===== config.mk =====
export PLATFORM = sky130hd
export DESIGN_NAME = matmul_stream_core
export DESIGN_NICKNAME = d
export VERILOG_FILES = /design/src/rtl/matmul_stream_core.sv
export SDC_FILE = /design/constraint.sdc
export NUM_CORES = 1
export LEC_CHECK = 0
export CAP_MARGIN = 20
export CORE_MARGIN = 10
export CORE_UTILIZATION = 40
export CTS_CLUSTER_DIAMETER = 60
export DETAILED_ROUTE_END_ITERATION = 10
export HOLD_SLACK_MARGIN = 0.05
export RECOVER_POWER = 50
export SETUP_SLACK_MARGIN = 0.1
export SYNTH_ARGS = -nofsm -noshare
export SYNTH_HDL_FRONTEND = slang
export SYNTH_SLANG_ARGS = --single-unit

===== constraint.sdc =====
create_clock -name clk -period 5.6 [get_ports clk]
set_input_delay 1.12 -clock clk [delete_from_list [all_inputs] [get_ports clk]]
set_output_delay 1.12 -clock clk [all_outputs]
set_load 0.1 [all_outputs]

===== src/rtl/matmul_stream_core.sv =====
// Streaming N x N matrix multiplier: loads A then B row-major, runs one MAC per
// cycle over (i, j, k), then drains C row-major over a valid/ready result port.
module matmul_stream_core #(
  parameter int N      = 3,
  parameter int DW     = 8,
  parameter int SIGNED = 0,
  localparam int CW    = 2 * DW + $clog2(N)
) (
  input  logic          clk,
  input  logic          rst_n,
  input  logic          clr,
  input  logic [DW-1:0] in_data,
  input  logic          in_valid,
  output logic          in_ready,
  output logic [CW-1:0] out_data,
  output logic          out_valid,
  input  logic          out_ready,
  output logic          done,
  output logic [1:0]    state_o
);

  // Handshake: a beat moves on the rising edge where valid && ready are both 1;
  // ready never depends on valid, and the result port holds data while stalled.

  localparam int KW = (N > 1) ? $clog2(N) : 1;
  localparam logic [KW-1:0] LAST = KW'(N - 1);

  typedef enum logic [1:0] {
    LOAD_A  = 2'd0,
    LOAD_B  = 2'd1,
    COMPUTE = 2'd2,
    DRAIN   = 2'd3
  } state_t;

  state_t state, state_nxt;

  logic [KW-1:0] ld_r, ld_c;
  logic [KW-1:0] ci, cj, ck;
  logic [KW-1:0] od_r, od_c;
  logic [CW-1:0] acc;
  logic          done_q;

  logic [DW-1:0] a_mem [N][N];
  logic [DW-1:0] b_mem [N][N];
  logic [CW-1:0] c_mem [N][N];

  logic          in_fire, out_fire;
  logic          ld_last, mac_last, od_last;
  logic [CW-1:0] prod, mac_sum;

  function automatic logic [CW-1:0] ext(input logic [DW-1:0] v);
    if (SIGNED != 0) return {{(CW-DW){v[DW-1]}}, v};
    else             return {{(CW-DW){1'b0}}, v};
  endfunction

  function automatic logic [KW-1:0] inc(input logic [KW-1:0] v);
    return (v == LAST) ? '0 : v + 1'b1;
  endfunction

  assign in_ready  = (state == LOAD_A) || (state == LOAD_B);
  assign out_valid = (state == DRAIN);
  assign in_fire   = in_valid && in_ready;
  assign out_fire  = out_valid && out_ready;
  assign ld_last   = (ld_r == LAST) && (ld_c == LAST);
  assign mac_last  = (ci == LAST) && (cj == LAST) && (ck == LAST);
  assign od_last   = (od_r == LAST) && (od_c == LAST);

  // Extension to CW before multiplying keeps the truncated product exact in
  // two's complement, so one multiplier serves both signed and unsigned.
  assign prod     = ext(a_mem[ci][ck]) * ext(b_mem[ck][cj]);
  assign mac_sum  = acc + prod;

  // C is fully written before DRAIN, so gating keeps X out of idle cycles.
  assign out_data = out_valid ? c_mem[od_r][od_c] : '0;
  assign done     = done_q;
  assign state_o  = state;

  always_ff @(posedge clk or negedge rst_n) begin
    if (!rst_n) state <= LOAD_A;
    else        state <= state_nxt;
  end

  always_comb begin
    state_nxt = state;
    case (state)
      LOAD_A:  if (in_fire && ld_last)   state_nxt = LOAD_B;
      LOAD_B:  if (in_fire && ld_last)   state_nxt = COMPUTE;
      COMPUTE: if (mac_last)             state_nxt = DRAIN;
      DRAIN:   if (out_fire && od_last)  state_nxt = LOAD_A;
      default:                           state_nxt = LOAD_A;
    endcase
    if (clr) state_nxt = LOAD_A;
  end

  always_ff @(posedge clk or negedge rst_n) begin
    if (!rst_n) begin
      ld_r   <= '0;
      ld_c   <= '0;
      ci     <= '0;
      cj     <= '0;
      ck     <= '0;
      od_r   <= '0;
      od_c   <= '0;
      acc    <= '0;
      done_q <= 1'b0;
    end else if (clr) begin
      ld_r   <= '0;
      ld_c   <= '0;
      ci     <= '0;
      cj     <= '0;
      ck     <= '0;
      od_r   <= '0;
      od_c   <= '0;
      acc    <= '0;
      done_q <= 1'b0;
    end else begin
      done_q <= out_fire && od_last;
      if (in_fire) begin
        ld_c <= inc(ld_c);
        if (ld_c == LAST) ld_r <= inc(ld_r);
      end
      if (state == COMPUTE) begin
        ck  <= inc(ck);
        acc <= (ck == LAST) ? '0 : mac_sum;
        if (ck == LAST) begin
          cj <= inc(cj);
          if (cj == LAST) ci <= inc(ci);
        end
      end
      if (out_fire) begin
        od_c <= inc(od_c);
        if (od_c == LAST) od_r <= inc(od_r);
      end
    end
  end

  // Operand and result storage carries no reset.
  always_ff @(posedge clk) begin
    if (!clr && in_fire && state == LOAD_A) a_mem[ld_r][ld_c] <= in_data;
    if (!clr && in_fire && state == LOAD_B) b_mem[ld_r][ld_c] <= in_data;
    if (!clr && state == COMPUTE && ck == LAST) c_mem[ci][cj] <= mac_sum;
  end

endmodule


==> results of run 1 <==
-- kinds of logic after synthesis --
group | Yosys count | synth area share [%]
compound gates | 178 | 6.853
xor+xnor | 13 | 0.6891
fa+ha+maj | 94 | 9.390
buf+inv | 161 | 3.938
flops | 341 | 60.91
mux | 143 | 9.935
simple gates | 303 | 8.284
-- placed cells by master (no fill, tap or decap), drive strengths merged, types with 2 or more instances in the layout --
| master | Yosys | final |
|---|---|---|
| edfxtp | 306 | 306 |
| nor2 | 143 | 143 |
| buf | 31 | 116 |
| inv | 106 | 107 |
| mux2i | 101 | 101 |
| a21oi | 72 | 72 |
| nand2 | 66 | 66 |
| clkbuf | 24 | 66 |
| fa | 50 | 50 |
| o21ai | 47 | 47 |
| ha | 44 | 44 |
| dfrtp | 35 | 35 |
| mux2 | 28 | 28 |
| clkdlybuf4s50 | 0 | 23 |
| nand2b | 22 | 22 |
| o22ai | 20 | 20 |
| and2 | 20 | 20 |
| a22o | 15 | 15 |
| mux4 | 14 | 14 |
| clkinv | 0 | 12 |
| dlygate4sd3 | 0 | 10 |
| or2 | 10 | 10 |
| xnor2 | 9 | 10 |
| nand3 | 8 | 8 |
| nor3 | 8 | 8 |
| nor2b | 7 | 7 |
| nand4 | 6 | 6 |
| xor2 | 4 | 4 |
| o21bai | 4 | 4 |
| a21o | 3 | 3 |
| a211oi | 3 | 3 |
| or3 | 3 | 3 |
| nor3b | 3 | 3 |
| nand4b | 2 | 2 |
| a31oi | 2 | 2 |
| clkinvlp | 0 | 2 |
-- layer usage --
| metal | global-route usage, % | up-vias |
|---|---|---|
| li1 | - | 4700 |
| met3 | 2.354 | 46 |
| met5 | 0 | - |
| met2 | 24.60 | 209 |
| met4 | 3.269 | 0 |
| met1 | 19.59 | 4829 |
-- worst paths after layout --
check | from | cells past startpoint | to | slack (ns)
worst max register to register | ck[0]$_DFFE_PN0P_ | 21 | c_mem[2][17]$_DFFE_PP_ | -0.06
min in group clk | acc[14]$_DFFE_PN0P_ | 1 | acc[14]$_DFFE_PN0P_ | 0.50
worst min-delay path | rst_n | 1 | ld_r[0]$_DFFE_PN0P_ | 0.50
worst max-delay path | ck[0]$_DFFE_PN0P_ | 21 | c_mem[2][17]$_DFFE_PP_ | -0.06
max in group asynchronous | rst_n | 2 | od_r[1]$_DFFE_PN0P_ | 2.52
worst min register to register | acc[14]$_DFFE_PN0P_ | 1 | acc[14]$_DFFE_PN0P_ | 0.50
-- per-stage QoR --
stage / cells / instance area (um2) / power [uW] / TNS (ns)
6_report: 1942 / 20030 / 6744 / -0.4682
3_3_place_gp: 1842 / 18190 / 4008 / -13.52
2_1_floorplan: 1233 / 16570 / 3622 / 0
5_1_grt: 1942 / 20030 / 7034 / -6.912
3_5_place_dp: 1842 / 18190 / 4037 / -22.08
4_1_cts: 1935 / 19900 / 6666 / -0.7097
-- worst register-to-register path, cell delays in order (launching register included) --
cell and delay (ns):
dfrtp_1 0.40, buf_12 0.16, mux2_2 0.35, mux4_2 0.49, a21oi_4 0.19, buf_6 0.16
nor2_1 0.06, fa_1 0.58, fa_2 0.45, fa_1 0.48, inv_1 0.05, fa_1 0.47
inv_1 0.05, ha_2 0.17, buf_4 0.14, a21oi_2 0.13, o21ai_2 0.07, buf_4 0.15
o41ai_4 0.40, xnor2_2 0.14, xor2_2 0.18, buf_2 0.16
-- flip-flops by register name, indices dropped and copies added, names as in the netlist, 18 cells and up --
register  count
a_mem        72
acc          18
c_mem       162
b_mem        72
-- power groups by stage --
stage                     Clock, uW  Sequential, uW  Combinational (uW)
after floorplan                   0            3060                 559
after global placement            0            3060                 945
after detailed placement          0            3060                 974
after CTS                      2460            3010                1200
after global routing           2580            3010                1450
final                          2420            3010                1320
-- cell type report --
type	instances	area, um2
clock buffers	55	1087
clock inverters	16	143.9
fillers	3508	20800
inverters	106	397.9
multi-input cells	732	6248
flip-flops and latches	341	10070
well taps	532	665.6
repair buffers	160	1423
-- repair_timing --
action | 4_1_cts | 5_1_grt
pin swaps | 27 | 14
endpoints found under the setup margin | 99 | 111
buffers inserted | 19 | 9
cloned | 3 | 0
resized for setup | 53 | 28
==> results.json, run 1 <==
{
  "fin_crit_sh_pct": 101.1,
  "p_comb_share_pct": 19.6,
  "viasPerCell": 5.038,
  "grt-ovfl-total": 0,
  "synth-async-reset-ratio_pct": 10.26,
  "cpPeakStageDelay_ns": 0.58,
  "worst_pin_slew_ns": 2.216,
  "ios": 36,
  "cp_cell_sequence": "buf_12, mux2_2, mux4_2, a21oi_4, buf_6, nor2_1, fa_1, fa_2, fa_1, inv_1, fa_1, inv_1, ha_2, buf_4, a21oi_2, o21ai_2, buf_4, o41ai_4, xnor2_2, xor2_2, buf_2",
  "wire_per_inst_um": 18.90,
  "leakage_uw": 0.007228,
  "ir_worst_vdd_mv": 0.2204,
  "synth_area_um2": 16520,
  "cts_buffer_depth": 3,
  "pwr-share-seq_pct": 44.6,
  "powerDensity_nw_per_um2": 336.6,
  "p_sw_share_pct": 25.81,
  "end_kind": "flop",
  "wl_mm": 36.71,
  "critical_path.top_delay_family": "adder cells",
  "period_needed_ns": 5.659,
  "hold_ws_ns": 0.4966,
  "grt_max_degree": 97,
  "cts_max_level": 2,
  "synth_ff_type": "edfxtp_1",
  "cp_max_fo": 13,
  "synth_most_common_cell": "edfxtp_1",
  "ys_types": 56,
  "setup_ws_ns": -0.05933,
  "via_count": 9784,
  "arrival_ns": 5.94,
  "finClkSkew_ns": 0.01952,
  "die-area_um2": 49840,
  "wl_met2_mm": 18.02,
  "drt_iter0_markers": 708,
  "pre_cts_ws_ns": -0.3678,
  "clockPowerShare_pct": 35.8,
  "netlist_top_cells_count": "306 x edfxtp_1, 143 x nor2_1, 106 x inv_1",
  "clkLatencyLatePin_ns": 0.54,
  "cts_tree": "done",
  "grt_setup_unrepaired": "yes",
  "synth_top_cell_by_area": "edfxtp_1",
  "required_ns": 5.89,
  "cts.sinks": 341,
  "yosys_register_bits": 341,
  "violations": "capacitance limit, slew limit, setup timing",
  "max-cap-violations": 1,
  "portBuffers": 35,
  "dp_hpwl_mm": 23.87,
  "clk_pin_slew_ns": 0.06,
  "setup_violations": 9,
  "max_slew_margin_pct": -47.75,
  "route.detailed.drc": 0,
  "grt_pass1_wl_mm": 58.12,
  "dieWidth_um": 223.2,
  "final_util_pct": 49.07,
  "antenna_cells": 0,
  "grt_antenna_before_repair": 0,
  "layout-drive-gt1-share_pct": 21.13,
  "yosysTopAreaCellShare_pct": 55.61,
  "die_h_um": 223.2,
  "ant_nets": 0,
  "yosysWarnings": 0,
  "core-area_um2": 40830,
  "highest_layer": "met4",
  "drv_slew": 32,
  "critPathSlowestCell": "fa_1",
  "crit_top_cell": "fa_1",
  "status": "complete, but fails checks",
  "finalHoldViolCount": 0,
  "p_int_uw": 5003,
  "synth_nets": 1340,
  "grt_pass1_vias": 10050,
  "finalNetCount": 1487,
  "area_growth_pct": 21.25,
  "p_sw_uw": 1741,
  "fmax_mhz": 176.7,
  "routabilityCongestion": 0.8584,
  "synth_area_per_cell_um2": 13.40,
  "grt_usage_pct": 14.67,
  "cts_made_buffers": 39,
  "start_kind": "flop",
  "synthCells": 1233,
  "std_cell_rows": 74,
  "synth_seq_area_share_pct": 60.91,
  "initial_utilization_pct": 40.47,
  "cp_num_buf_inv": 7,
  "crit_type": "flop to flop",
  "drtPass1Iterations": 5,
  "wl_met1_mm": 16.48,
  "wl_met3_mm": 1.632,
  "synth-edff-count": 306,
  "cts_hold_buffers": 0,
  "synth_area_leaders": "edfxtp_1 56%, mux2i_1 6.1%, fa_1 6.1%",
  "hp-class": "input pin to async pin",
  "root_buffer": "clkbuf_16"
}
Note: power is estimated with default switching activity, not from simulation.
==> inputs of run 2 (changes only) <==
Settings changed: GPL_TIMING_DRIVEN set to 0.
==> run 2 against run 1 <==
  * The run still ends with capacitance limit, slew limit, setup timing left
  * Via count rose by 3.8%
  * Die area did not move
  * Total power rose by 0.44%
  * Worst hold slack improved by 0.0068 ns
  * Highest routed layer unchanged
  * Routed wire length rose by 7.5%
  * Combinational power rose by 3%
  * Largest power group unchanged
  * Global-route usage rose by 0.91 points
==> results.json, run 2 (same netlist as run 1, synthesis figures left out) <==
{
  "status": "complete, but fails checks",
  "violations": "capacitance limit, slew limit, setup timing",
  "pre_cts_ws_ns": -1.130,
  "reg2reg_slack_ns": -0.33,
  "arrival_ns": 6.28,
  "wl_mm": 39.47,
  "max-cap-violations": 1,
  "cts_tree": "done",
  "cp_cell_sequence": "buf_12, buf_8, mux2_4, mux4_2, a21oi_4, nor2_4, fa_1, inv_2, fa_1, inv_2, fa_1, inv_2, fa_1, inv_2, ha_4, a21o_1, a21oi_2, a21oi_2, o41ai_4, buf_4, xnor2_4, xor2_2",
  "grt-ovfl-total": 0,
  "route.detailed.drc": 0,
  "cts.sinks": 341,
  "portBuffers": 35,
  "grt_max_degree": 26,
  "powerDensity_nw_per_um2": 337.1,
  "grt_setup_unrepaired": "yes",
  "grt_pass1_vias": 10410,
  "fmax_mhz": 168.7,
  "finalSetupTns_ns": -8.341,
  "ant_nets": 0,
  "die_h_um": 223.2,
  "clk_pin_slew_ns": 0.06,
  "dp_hpwl_mm": 26.46,
  "place_area_um2": 17830,
  "cp_max_fo": 5,
  "r2r_end": "c_mem[0][53]$_DFFE_PP_",
  "fin_crit_sh_pct": 105.8,
  "cts_hold_buffers": 0,
  "worst_pin_slew_ns": 1.670,
  "ios": 36,
  "top_regs": "c_mem: 162 flops, a_mem: 72 flops, b_mem: 72 flops",
  "setup_ws_ns": -0.3268,
  "hp-class": "flop to flop",
  "largest_register_ffs": 162,
  "area_growth_pct": 21.61,
  "final_common_cell": "edfxtp_1",
  "via_count": 10160,
  "setup_violations": 40,
  "viasPerCell": 5.222,
  "min_to": "acc[1]$_DFFE_PN0P_",
  "layout-drive-gt1-share_pct": 19.75,
  "end_kind": "flop",
  "ir_worst_vdd_mv": 0.2332,
  "dieWidth_um": 223.2,
  "r2r-start": "ci[0]$_DFFE_PN0P_",
  "regMostFlops": "c_mem",
  "cts_buffer_depth": 3,
  "clkLatencyLatePin_ns": 0.55,
  "std_cell_rows": 74,
  "grt_pass1_wl_mm": 60.79,
  "antenna_cells": 0,
  "initial_utilization_pct": 40.47,
  "root_buffer": "clkbuf_16",
  "grt_antenna_before_repair": 0,
  "critPathSlowestCell": "fa_1",
  "wire_per_inst_um": 20.29,
  "crit_type": "flop to flop",
  "finalHoldViolCount": 0,
  "worstHoldStart": "acc[1]$_DFFE_PN0P_",
  "drv_slew": 26,
  "finalNetCount": 1495,
  "start_kind": "flop",
  "hold_path_depth": 1,
  "cpPeakStageDelay_ns": 0.56,
  "drt_iter0_markers": 713,
  "die-area_um2": 49840,
  "max_slew_margin_pct": -11.31,
  "leakage_uw": 0.007142,
  "design_area_um2": 20090,
  "core-area_um2": 40830,
  "drtPass1Iterations": 5,
  "final_cell_mix": "306 x edfxtp_1, 134 x nor2_1, 99 x mux2i_1",
  "routabilityCongestion": 0.8393,
  "ff2ff_path_depth": 22,
  "grt_usage_pct": 15.58,
  "cts_max_level": 2,
  "cts_made_buffers": 40,
  "period_needed_ns": 5.927,
  "finClkSkew_ns": 0.02274,
  "required_ns": 5.95
}
run 2: repair_timing:
action / CTS / global route
buffers inserted: 44 / 17
pin swaps: 35 / 29
endpoints found under the setup margin: 130 / 120
gates resized for setup: 82 / 55
gates cloned: 3 / 1
run 2: worst max-delay path: cells and delay by family, from the launching register on:
family | cells | cell delay (ns)
xor+xnor | 2 | 0.46
compound gates | 5 | 1.04
fa+ha+maj | 5 | 2.30
flops | 1 | 0.43
simple gates | 1 | 0.05
mux | 2 | 0.80
buf+inv | 7 | 0.64
run 2: how the worst max path moves through the flow:
stage / slack [ns] / depth (start not counted) / endpoint / from
2_1_floorplan: 0.11 / 20 / c_mem[0][17]$_DFFE_PP_ / ci[0]$_DFFE_PN0P_
3_3_place_gp: -1.11 / 23 / c_mem[0][33]$_DFFE_PP_ / ck[1]$_DFFE_PN0P_
3_5_place_dp: -1.13 / 23 / c_mem[1][15]$_DFFE_PP_ / ck[1]$_DFFE_PN0P_
4_1_cts: -0.23 / 22 / c_mem[0][53]$_DFFE_PP_ / ci[0]$_DFFE_PN0P_
5_1_grt: -0.48 / 22 / c_mem[0][53]$_DFFE_PP_ / ci[0]$_DFFE_PN0P_
6_report: -0.33 / 22 / c_mem[0][53]$_DFFE_PP_ / ci[0]$_DFFE_PN0P_
run 2: cell type report:
cell class | count | area (um2)
tap | 532 | 665.6
buffer | 54 | 296.5
multi-input combinational | 733 | 6422
sequential | 341 | 10070
timing repair buffer | 112 | 1037
fill | 3491 | 20740
clock inverter | 16 | 153.9
inverter | 106 | 397.9
clock buffer | 51 | 1052
run 2: power by group:
group / total (uW) / internal [uW] / leakage, uW / switching (uW)
Combinational: 1360 / 590 / 0.00331 / 768
Sequential: 3010 / 3000 / 0.00324 / 5.75
Clock: 2410 / 1390 / 0.000587 / 1020
run 2: metal layers:
metal / vias up / global-route usage, % / share of wire (%)
met5: - / 0 / 0
met4: 0 / 4.599 / 2.4
met3: 64 / 2.628 / 4.8
met2: 267 / 26.04 / 49
met1: 5101 / 20.37 / 44
li1: 4725 / - / -
run 2: stage by stage:
| stage | total power, uW | util (%) | std cells | hold slack, ns |
|---|---|---|---|---|
| final | 6774 | 49.21 | 1945 | 0.5033 |
| after global routing | 7026 | 49.21 | 1945 | 0.5278 |
| after CTS | 6622 | 48.78 | 1927 | 0.4760 |
| after detailed placement | 3886 | 43.66 | 1814 | 0.4893 |
| after global placement | 3865 | 43.07 | 1800 | 0.4848 |
| after floorplan | 3622 | - | 1233 | 0.4658 |
==> inputs of run 3 (changes only) <==
--- a/config.mk
+++ b/config.mk
@@ -8,4 +8,6 @@
 export CAP_MARGIN = 20
+export CELL_PAD_IN_SITES_DETAIL_PLACEMENT = 0
+export CELL_PAD_IN_SITES_GLOBAL_PLACEMENT = 2
 export CORE_MARGIN = 10
-export CORE_UTILIZATION = 40
+export CORE_UTILIZATION = 41
 export CTS_CLUSTER_DIAMETER = 60
@@ -14,2 +16,3 @@
 export HOLD_SLACK_MARGIN = 0.05
+export PLACE_DENSITY_LB_ADDON = 0.1
 export RECOVER_POWER = 50
--- a/constraint.sdc
+++ b/constraint.sdc
@@ -3,2 +3,2 @@
 set_output_delay 1.12 -clock clk [all_outputs]
-set_load 0.1 [all_outputs]
+set_load 0.01 [all_outputs]
==> run 3 against run 2 <==
  * The run still ends with capacitance limit, slew limit, setup timing left
  * Total power increased by 4.6%
  * Critical path depth decreased by 2
  * Register-to-register slack about the same
  * Clock skew decreased by 0.0051 ns
  * First-iteration DRC count decreased by 19%
  * Worst hold slack got worse by 0.0058 ns
  * Final cell count increased by 0.57%
  * Global-route usage increased by 2.0 points
  * Clock-buffer cell count increased by 1
  * Highest routed layer unchanged
==> results.json, run 3 (same netlist as run 1, synthesis figures left out) <==
{
  "setup_violations": 47,
  "dieWidth_um": 220.8,
  "grt_pass1_wl_mm": 63.81,
  "std_cell_rows": 73,
  "ios": 36,
  "antenna_cells": 0,
  "period_needed_ns": 5.913,
  "grt-ovfl-total": 0,
  "root_buffer": "clkbuf_16",
  "core-area_um2": 39820,
  "pwr-share-seq_pct": 42.4,
  "fillers": 3509,
  "finClkSkew_ns": 0.01764,
  "cts_made_buffers": 40,
  "p_int_uw": 5201,
  "p_sw_uw": 1884,
  "grt_setup_unrepaired": "yes",
  "max_slew_margin_pct": -3.110,
  "grt_max_degree": 19,
  "finalPower_uw": 7085,
  "area_growth_pct": 23.41,
  "worstHoldStart": "acc[13]$_DFFE_PN0P_",
  "regMostFlops": "c_mem",
  "place_inst": 1808,
  "final_cell_mix": "306 x edfxtp_1, 135 x nor2_1, 102 x inv_1",
  "status": "complete, but fails checks",
  "violations": "capacitance limit, slew limit, setup timing",
  "grt_usage_pct": 17.57,
  "crit_top_cell": "fa_1",
  "ant_nets": 0,
  "setup_ws_ns": -0.3129,
  "ff_latch_area_um2": 10070,
  "finalNetCount": 1511,
  "drv_slew": 8,
  "hp-class": "flop to flop",
  "route.detailed.drc": 0,
  "fin_crit_sh_pct": 105.6,
  "clockPowerShare_pct": 35.3,
  "max-cap-violations": 1,
  "wl_mm": 42.44,
  "die-area_um2": 48730,
  "leakage_uw": 0.007339,
  "p_sw_share_pct": 26.59,
  "routabilityCongestion": 0.7796,
  "clkLatencyLatePin_ns": 0.54,
  "cts_tree": "done",
  "cts_buffer_depth": 3,
  "cp_cell_sequence": "buf_8, mux2_4, mux4_2, a21oi_4, or2_4, fa_1, fa_1, inv_2, fa_1, inv_1, fa_1, inv_2, ha_4, a21o_1, a21oi_4, a21oi_2, o41ai_4, buf_4, xnor2_4, xor2_4",
  "worst_pin_slew_ns": 1.535,
  "start_kind": "flop",
  "crit_path_start": "ci[0]$_DFFE_PN0P_",
  "instances_no_fill": 1956,
  "critPathSlowestCell": "mux4_2",
  "hold_ws_ns": 0.4976,
  "cp_max_fo": 8,
  "crit_type": "flop to flop",
  "layout-drive-gt1-share_pct": 20.96,
  "initial_utilization_pct": 41.49,
  "wire_per_inst_um": 21.70,
  "top_regs": "c_mem: 162 flops, a_mem: 72 flops, b_mem: 72 flops",
  "ir_worst_vdd_mv": 0.2720,
  "final_common_cell": "edfxtp_1",
  "portBuffers": 35,
  "cts_max_level": 2,
  "finalHoldViolCount": 0,
  "viasPerCell": 5.138,
  "dp_hpwl_mm": 28.84,
  "drtPass1Iterations": 4,
  "drt_iter0_markers": 577,
  "end_kind": "flop",
  "arrival_ns": 6.15,
  "fmax_mhz": 169.1,
  "r2r-start": "ci[0]$_DFFE_PN0P_",
  "die_h_um": 220.8,
  "cts.sinks": 341,
  "finalSetupTns_ns": -6.981,
  "p_comb_share_pct": 22.2,
  "grt_pass1_vias": 10390,
  "powerDensity_nw_per_um2": 347.4,
  "grt_antenna_before_repair": 0,
  "largest_register_ffs": 162,
  "via_count": 10050,
  "required_ns": 5.84,
  "cpPeakStageDelay_ns": 0.51,
  "clk_pin_slew_ns": 0.06,
  "multiInputGateArea_um2": 6464
}
[run 3: cell types whose count changed in the layout (fill, tap and decap cells not counted), moves of 4 or more]
cell | previous run | this run
inv_1 | 94 | 102
mux2_4 | 4 | 8
buf_6 | 14 | 20
inv_2 | 12 | 4
buf_4 | 49 | 58
mux2_2 | 24 | 20
[run 3: path summary, 6_finish.rpt]
kind	to	slack, ns	depth (start not counted)
max	c_mem[2][53]$_DFFE_PP_	-0.31	20
min	acc[13]$_DFFE_PN0P_	0.50	1
max reg2reg	c_mem[2][53]$_DFFE_PP_	-0.31	20
min reg2reg	acc[13]$_DFFE_PN0P_	0.50	1
max in group asynchronous	cj[0]$_DFFE_PN0P_	2.89	2
min in group asynchronous	acc[3]$_DFFE_PN0P_	0.88	1
[run 3: power groups by stage]
stage	Combinational, uW	Sequential, uW	Clock [uW]
floorplan	552	3060	0
CTS	1380	3010	2560
finish	1580	3010	2500
global route	1680	3010	2660
global placement	862	3060	0
detailed placement	872	3060	0
[run 3: cell type report]
cell class                      count  area share, %
Multi-Input combinational cell    734          31.70
Inverter                          106          1.951
Sequential cell                   341          49.38
Tap cell                          525          3.221
Buffer                             54          1.454
Clock buffer                       52          5.332
Clock inverter                     17         0.8468
Timing Repair Buffer              127          6.118
[run 3: layer usage]
layer  GRT usage [%]  part of all wire, %
met5               0                    0
met4           4.421                  2.1
met3           2.458                  3.7
met2           31.00                   51
met1           22.32                   43
[run 3: critical path: cells and delay by family (launching register included)]
family / cells / cell delay (ns)
XOR/XNOR: 2 / 0.36
buffers and inverters: 5 / 0.50
flip-flops: 1 / 0.48
adder cells (fa/ha/maj): 5 / 2.12
AND/OR/NAND/NOR: 1 / 0.20
AO/OA/AOI/OAI: 5 / 1.13
multiplexers: 2 / 0.80
[run 3: stage by stage]
step                utilization, %  setup slack, ns  instance area, um2
floorplan                        -           0.1108               16570
global placement             44.14           -1.425               17580
detailed placement           44.82           -1.464               17850
CTS                          50.90          -0.3295               20270
global route                 51.20          -0.5315               20390
finish                       51.20          -0.3129               20390
[run 3: repair_timing]
item,CTS,global route
pin swaps,30,26
hold buffers,0,0
setup endpoints to repair,140,111
gates cloned,5,2
buffers inserted,58,17
resized for setup,104,46
